### config.mk
export PLATFORM = sky130hd
export DESIGN_NAME = delay_chain_seq
export DESIGN_NICKNAME = d
export VERILOG_FILES = /design/src/rtl/delay_chain_seq.sv
export SDC_FILE = /design/constraint.sdc
export NUM_CORES = 1
export LEC_CHECK = 0
export CAP_MARGIN = 25
export CORE_MARGIN = 10
export CORE_UTILIZATION = 49
export CTS_CLUSTER_DIAMETER = 30
export DETAILED_ROUTE_END_ITERATION = 8
export PLACE_DENSITY = 0.76
export SYNTH_ARGS = -nofsm -noshare
export SYNTH_HDL_FRONTEND = slang
export SYNTH_SLANG_ARGS = --single-unit
### constraint.sdc
create_clock -name clk -period 2.6 [get_ports clk]
set_clock_uncertainty 0.2 [all_clocks]
set_input_delay 0.26 -clock clk [delete_from_list [all_inputs] [get_ports clk]]
set_output_delay 0.26 -clock clk [all_outputs]
set_load 0.01 [all_outputs]
### src/rtl/delay_chain_seq.sv
// delay_chain_seq: launches a programmed number of edges into the delay chain and checks that they all come back.
// Optional build macro DCS_LATENCY_EN adds the first-edge latency counter; without it first_lat reads 0.

module delay_chain_seq #(
  parameter int CNT_W = 16,
  parameter int PER_W = 8,
  parameter int TO_W  = 24
) (
  input  logic             clk,
  input  logic             rst,
  input  logic             start,
  input  logic [PER_W-1:0] half_period,
  input  logic [CNT_W-1:0] num_toggles,
  input  logic [TO_W-1:0]  drain_timeout,
  output logic             chain_in,
  input  logic             chain_out,
  output logic             busy,
  output logic             done,
  output logic             pass,
  output logic [CNT_W-1:0] edges_seen,
  output logic [TO_W-1:0]  first_lat
);

  // state | meaning
  // IDLE  | waiting for start; chain_in holds its level
  // DRIVE | launching edges, one every half_period cycles
  // DRAIN | waiting for the returning edges or the drain timeout
  // DONE  | one-cycle done pulse; pass/edges_seen final
  localparam logic [1:0] S_IDLE  = 2'd0;
  localparam logic [1:0] S_DRIVE = 2'd1;
  localparam logic [1:0] S_DRAIN = 2'd2;
  localparam logic [1:0] S_DONE  = 2'd3;

  logic [1:0]       state;
  logic [PER_W-1:0] hp_l;
  logic [CNT_W-1:0] num_l;
  logic [TO_W-1:0]  to_l;
  logic [PER_W-1:0] per_cnt;
  logic [CNT_W-1:0] remaining;
  logic [TO_W-1:0]  drain_cnt;
  logic             sync1, sync2, sync3;

  logic [PER_W-1:0] hp_eff;
  logic             counting;
  logic             edge_cnt;
  logic             drain_hit;
  logic             drain_exp;
  logic             first_tog;

  assign hp_eff    = (half_period == '0) ? PER_W'(1) : half_period;
  assign counting  = (state == S_DRIVE) || (state == S_DRAIN);
  assign edge_cnt  = counting && (sync2 ^ sync3);
  assign drain_hit = (edges_seen == num_l);
  assign drain_exp = (drain_cnt == '0);
  assign first_tog = (state == S_DRIVE) && (per_cnt == '0) && (remaining == num_l);

  assign busy = counting;
  assign done = (state == S_DONE);

  always_ff @(posedge clk) begin
    if (rst) begin
      state      <= S_IDLE;
      hp_l       <= '0;
      num_l      <= '0;
      to_l       <= '0;
      per_cnt    <= '0;
      remaining  <= '0;
      drain_cnt  <= '0;
      sync1      <= 1'b0;
      sync2      <= 1'b0;
      sync3      <= 1'b0;
      chain_in   <= 1'b0;
      pass       <= 1'b0;
      edges_seen <= '0;
    end else begin
      sync1 <= chain_out;
      sync2 <= sync1;
      sync3 <= sync2;

      if (edge_cnt && (edges_seen != '1))
        edges_seen <= edges_seen + CNT_W'(1);

      case (state)
        S_IDLE: begin
          if (start) begin
            hp_l       <= hp_eff;
            num_l      <= num_toggles;
            to_l       <= drain_timeout;
            edges_seen <= '0;
            // a zero-length run has nothing to miss, so it passes outright
            pass       <= (num_toggles == '0);
            if (num_toggles == '0) begin
              state <= S_DONE;
            end else begin
              per_cnt   <= hp_eff - PER_W'(1);
              remaining <= num_toggles;
              state     <= S_DRIVE;
            end
          end
        end
        S_DRIVE: begin
          if (per_cnt == '0) begin
            chain_in  <= ~chain_in;
            per_cnt   <= hp_l - PER_W'(1);
            remaining <= remaining - CNT_W'(1);
            if (remaining == CNT_W'(1)) begin
              drain_cnt <= to_l;
              state     <= S_DRAIN;
            end
          end else begin
            per_cnt <= per_cnt - PER_W'(1);
          end
        end
        S_DRAIN: begin
          if (drain_hit) begin
            pass  <= 1'b1;
            state <= S_DONE;
          end else if (drain_exp) begin
            pass  <= 1'b0;
            state <= S_DONE;
          end else begin
            drain_cnt <= drain_cnt - TO_W'(1);
          end
        end
        S_DONE: state <= S_IDLE;
        default: state <= S_IDLE;
      endcase
    end
  end

`ifdef DCS_LATENCY_EN
  logic            lat_on;
  logic            first_seen;
  logic [TO_W-1:0] lat_cnt;

  // lat_cnt reads 1 in the cycle the first toggle is visible, so the captured value is cycles-to-detection
  always_ff @(posedge clk) begin
    if (rst) begin
      lat_on     <= 1'b0;
      first_seen <= 1'b0;
      lat_cnt    <= '0;
      first_lat  <= '0;
    end else if ((state == S_IDLE) && start) begin
      lat_on     <= 1'b0;
      first_seen <= 1'b0;
      lat_cnt    <= '0;
      first_lat  <= (num_toggles == '0) ? '1 : '0;
    end else begin
      if (first_tog && !first_seen) begin
        lat_on  <= 1'b1;
        lat_cnt <= TO_W'(1);
      end else if (lat_on && (lat_cnt != '1)) begin
        lat_cnt <= lat_cnt + TO_W'(1);
      end
      if (edge_cnt && !first_seen) begin
        first_seen <= 1'b1;
        lat_on     <= 1'b0;
        first_lat  <= lat_on ? lat_cnt : '0;
      end
      if ((state == S_DRAIN) && (drain_hit || drain_exp) && !first_seen && !edge_cnt)
        first_lat <= '1;
    end
  end
`else
  assign first_lat = '0;
`endif

endmodule

=== Word level (Yosys, flattened, before mapping) ===
Cells that the tools add are included.

* Output and inout bits: 44
* Input port bits: 52
* Bits in registers: 119
* Logic and storage cells: 80

* Mux-type cells: 28
* Reduce and logical (&&, ||, !) cells: 18
* Bitwise gates (word level): 2
* Equal/unequal tests: 13
* Add/sub/neg operators: 6

{| class="wikitable"
|+ Operator list
! kind !! number
|-
| 16-bit 2-to-1 mux || 6
|-
| 24-bit 2-to-1 mux || 4
|-
| 24-bit one-hot mux with 2 select lines || 1
|-
| 8-bit 2-to-1 mux || 4
|-
| 16-bit one-hot mux with 2 select lines || 1
|-
| 24-bit zero test || 1
|-
| 24-bit by 1-bit subtractor with 24-bit output, second input constant || 1
|-
| 8-bit by 1-bit subtractor with 8-bit output, second input constant || 3
|-
| 16-bit by 1-bit adder with 16-bit output, second input constant || 1
|-
| 16-bit by 1-bit equality test with 1-bit output, second input constant || 1
|-
| 16-bit equality test || 1
|-
| 16-bit zero test || 1
|-
| 8-bit zero test || 2
|-
| 16-bit inequality test, second input constant || 1
|-
| 8-bit one-hot mux with 2 select lines || 1
|-
| 16-bit by 1-bit subtractor with 16-bit output, second input constant || 1
|-
| 2-bit 2-to-1 mux || 6
|-
| 2-bit inequality test, second input constant || 4
|-
| 2-bit one-hot mux with 4 select lines || 1
|-
| 4-bit AND reduction || 2
|-
| 3-bit AND reduction || 2
|-
| 2-bit nonzero test || 3
|-
| 5-bit AND reduction || 1
|-
| 2-bit equality test, second input constant || 2
|-
| other kinds (11) || 16
|}

=== Logic depth before layout (Yosys ltp) ===
Gate-level depths: netlist (run 1).

* Word-level depth: 7
* Mapped depth: 11
* Gate-level depth less buffers: 10

=== Worst setup path before layout (run 1) ===
Ideal clock, no wire load.

* Kind: register -> register
* From: reg drain_cnt[9]
* To: reg state[1]
* Arrival time: 2.102 ns
* Cell stages (with the launch flop): 9
* Setup slack: 0.164 ns
* Period minus slack after synthesis: 2.436 ns
* Library setup time: 0.134 ns
* Path buffers: 2
* Required time: 2.266 ns
* Path through: dfxtp_1 buf_6 or4_4 buf_6 nor4_4 a31oi_1 a211o_1 a211oi_1 a211oi_1

* Longest elaborated chain between the ends: 3

{| class="wikitable"
|+ RTL lines
! element !! RTL line !! text
|-
| from (decl) || 40 || <nowiki>logic [TO_W-1:0] drain_cnt;</nowiki>
|-
| from (signal assigned) || 107 || <nowiki>drain_cnt <= to_l;</nowiki>
|-
| from (signal assigned) || 122 || <nowiki>drain_cnt <= drain_cnt - TO_W'(1);</nowiki>
|-
| 24-bit zero test || 54 || <nowiki>assign drain_exp = (drain_cnt == '0);</nowiki>
|-
| 3-bit inequality test (no line) || - ||
|-
| 4-bit AND reduction (no line) || - ||
|-
| to (signal assigned) || 62 || <nowiki>state <= S_IDLE;</nowiki>
|-
| to (signal assigned) || 93 || <nowiki>state <= S_DONE;</nowiki>
|-
| to (signal assigned) || 97 || <nowiki>state <= S_DRIVE;</nowiki>
|-
| to (decl) || 34 || <nowiki>logic [1:0] state;</nowiki>
|}

Every way passes these cells.
A chain may end at the register's enable or synchronous reset.

=== Worst setup path after layout (run 1) ===
* From: reg per_cnt[3]
* To: reg drain_cnt[0]

* Longest elaborated chain between the ends: 3

{| class="wikitable"
|+ RTL lines
! element !! RTL line !! text
|-
| from (decl) || 38 || <nowiki>logic [PER_W-1:0] per_cnt;</nowiki>
|-
| from (signal assigned) || 95 || <nowiki>per_cnt <= hp_eff - PER_W'(1);</nowiki>
|-
| from (signal assigned) || 104 || <nowiki>per_cnt <= hp_l - PER_W'(1);</nowiki>
|-
| from (signal assigned) || 111 || <nowiki>per_cnt <= per_cnt - PER_W'(1);</nowiki>
|-
| 8-bit zero test || 102 || <nowiki>if (per_cnt == '0) begin</nowiki>
|-
| 2-bit by 1-bit inequality test with 1-bit output (no line) || - ||
|-
| 5-bit AND reduction (no line) || - ||
|}

Every way passes these cells.

==> results of run 1 <==
cell families after synthesis:
logic type,count (synthesis),share of synthesized area (%)
DFF,119,37.6
other,1,0.0593
and+or+nand+nor,340,26.1
buffers and inverters,94,7.69
adders and majority gates,10,1.98
muxes,4,0.672
xor gates and xnor gates,43,5.95
AOI/OAI and AO/OA,214,19.9
metrics by stage:
step                hold slack (ns)  utilization, %  setup slack, ns  cell area [µm²]  cells
floorplan                     0.188               -            0.164             6410    848
global placement              0.225            58.9          -0.0236             7430   1079
detailed placement            0.228            58.9          -0.0415             7430   1079
CTS                           0.180            62.9            0.107             7940   1109
global route                  0.198            63.0          0.00812             7950   1109
finish                        0.192            63.0            0.104             7950   1109
state kept, by name, indices dropped and copies added (netlist names):
name        count
num_l          16
sync1           1
chain_in        1
edges_seen     16
per_cnt         8
state           2
pass            1
sync2           1
remaining      16
sync3           1
hp_l            8
to_l           24
drain_cnt      24
area by class of cell:
type,instances,area share [%]
clock buffer,24,6.06
clock inverter,5,0.315
inverter,17,0.803
multi-input combinational,635,44.7
sequential,119,30.0
tap,172,2.71
timing repair buffer,137,15.5
cells in the mapped netlist, drive strengths merged (6+ instances only):
library cell  count  share of area [%]
a21oi           108                8.5
clkbuf           38                2.3
nand3            19                1.5
xor2             35                4.8
nor2             70                4.2
dfxtp           119                 38
nor2b            10               0.99
inv              14               0.83
buf              39                4.4
nand2           138                8.2
nor4             23                2.8
a21o              7               0.83
xnor2             8                1.1
nor3             22                1.8
a31oi            11                1.1
o21ai            40                3.2
ha               10                2.0
nand4            13                1.3
o31ai             6               0.71
or4               8                1.1
a211oi           10                1.2
worst max-delay path, stage by stage, from the launching register on:
cell and delay (ns):
dfxtp_1 0.30, or4_1 0.60, nor4_2 0.29, a41o_1 0.24, o211ai_2 0.11, buf_12 0.19
or3_1 0.35, a21oi_1 0.13
worst paths after layout:
kind | endpoint | slack [ns] | cells past startpoint
hold reg to reg | sync2 | 0.24 | 1
setup / recovery | drain_cnt[0] | 0.10 | 7
setup reg to reg | drain_cnt[0] | 0.10 | 7
hold / removal | to_l[12] | 0.19 | 3
power groups by stage:
stage          combinational (mW)  sequential, mW  clock, mW
4_1_cts                      4.17            2.45       2.06
3_3_place_gp                 4.10            2.48          0
3_5_place_dp                 4.14            2.49          0
6_report                     4.20            2.46       2.03
2_1_floorplan                2.89            2.46          0
5_1_grt                      4.71            2.50       2.14
repair_timing:
action / 4_1_cts / 5_1_grt
endpoints found under the setup margin: 0 / 1
resized for setup: 0 / 1
hold endpoints to repair: 6 / 0
hold buffers: 1 / 0
routing by layer:
metal	routed length (µm)	GRT usage (%)	vias up
li1	-	-	3061
met1	7840	23.5	2826
met2	7910	30.4	162
met3	842	4.89	21
met4	230	6.05	0
met5	0	0	-
==> flow_metrics.tcl, run 1 <==
set metrics [dict create \
    setup_viol 0 \
    htree_levels 4 \
    routabilityCongestion 0.916 \
    hpwlAfterDp_mm 12.0 \
    power.density_mw_per_mm2 1090 \
    clk_pin_slew_ns 0.05 \
    insertion_delay_ns 0.41 \
    path_class "flip-flop to flip-flop" \
    swShare_pct 40.2 \
    run_status "completed" \
    cp-start-kind "flip-flop" \
    drt_iter0_markers 413 \
    layout_commonest_cell "nand2_1" \
    antenna_found_initial 0 \
    end_kind "flip-flop" \
    cp-startpoint "per_cnt[3]" \
    maxCapViolations 0 \
    seqPwrFrac_pct 28.3 \
    overflow 0 \
    ys_seq_area_share_pct 37.6 \
    p_clk_share_pct 23.3 \
    die_w_um 134 \
    yosys.cell_types.count 61 \
    postCtsSetupRepairBufs 0 \
    multi_input_comb_area_mm2 0.00355 \
    critical_path_required_ns 2.74 \
    hp-class "primary input to flip-flop" \
    final-seq-area_mm2 0.00238 \
    netlist_instances 825 \
    antenna_left 0 \
    drive_above_1_share_pct 11.8 \
    fin_crit_sh_pct 96.0 \
    worstPathArrival_ns 2.64 \
    clockBufferDepth 2 \
    yosysWarnings 0 \
    rsz0062_at_grt "false" \
    cts.sinks 119 \
    p_int_mw 5.19 \
    diodes 0 \
    synth_edf_count 0 \
    n_fill_cell 1150 \
    rows 41 \
    worstPathMaxFanout 44 \
    start_util_pct 50.1 \
    p_leak_nw 3.13 \
    routed_via_density 5.47 \
    clk_root_buffer_cell "clkbuf_16" \
    maxSlewHeadroom_pct 57.2 \
    worstMarginPinSlew_ns 0.640 \
    tns_ns 0 \
    via_count 6070 \
    nets 989 \
    die_area_mm2 0.0179 \
    grt_max_degree 49 \
    ioPinCount 96 \
    dr.pass1.iters 5 \
    die_h_um 134 \
    post-route-drc-count 0 \
    wl_mm 16.8 \
    synth.ff_latch_count 119 \
    avgSynthCellArea_um2 7.67 \
    area_delta_synth_final_pct 25.5 \
    hold_viol 0 \
    grt_pass1_wl_mm 28.1 \
    ys.flop_type "dfxtp_1" \
    grt_use_total_pct 18.7 \
    synth_area_mm2 0.00633 \
    hp-start "drain_timeout[12]" \
    postSynth.asyncResetShare_pct 0 \
    power_switching_mw 3.49 \
    fin_crit_ns 2.50 \
    fmax_ghz 0.401 \
    avgRoutedWirePerCell_um 15.2 \
    r2r_start "per_cnt[3]" \
    io_buffers 71 \
    ir_drop_v 0.000609 \
    cts_buffers 17 \
    finalPower_mw 8.68 \
    cts_tree "built" \
    p_comb_share_pct 48.3 \
    layout_common_cells "nand2_1, dfxtp_1, a21oi_1" \
    coreArea_mm2 0.0126 \
    grt_pass1_vias 5809 \
    drv_slew 0 \
]
(Power assumes the default switching activity.)
==> inputs of run 2 (changes only) <==
ABC_AREA = 0   (was default)
==> results of run 2 <==
No change in the layout: final DEF, timing and power equal those of run 1.
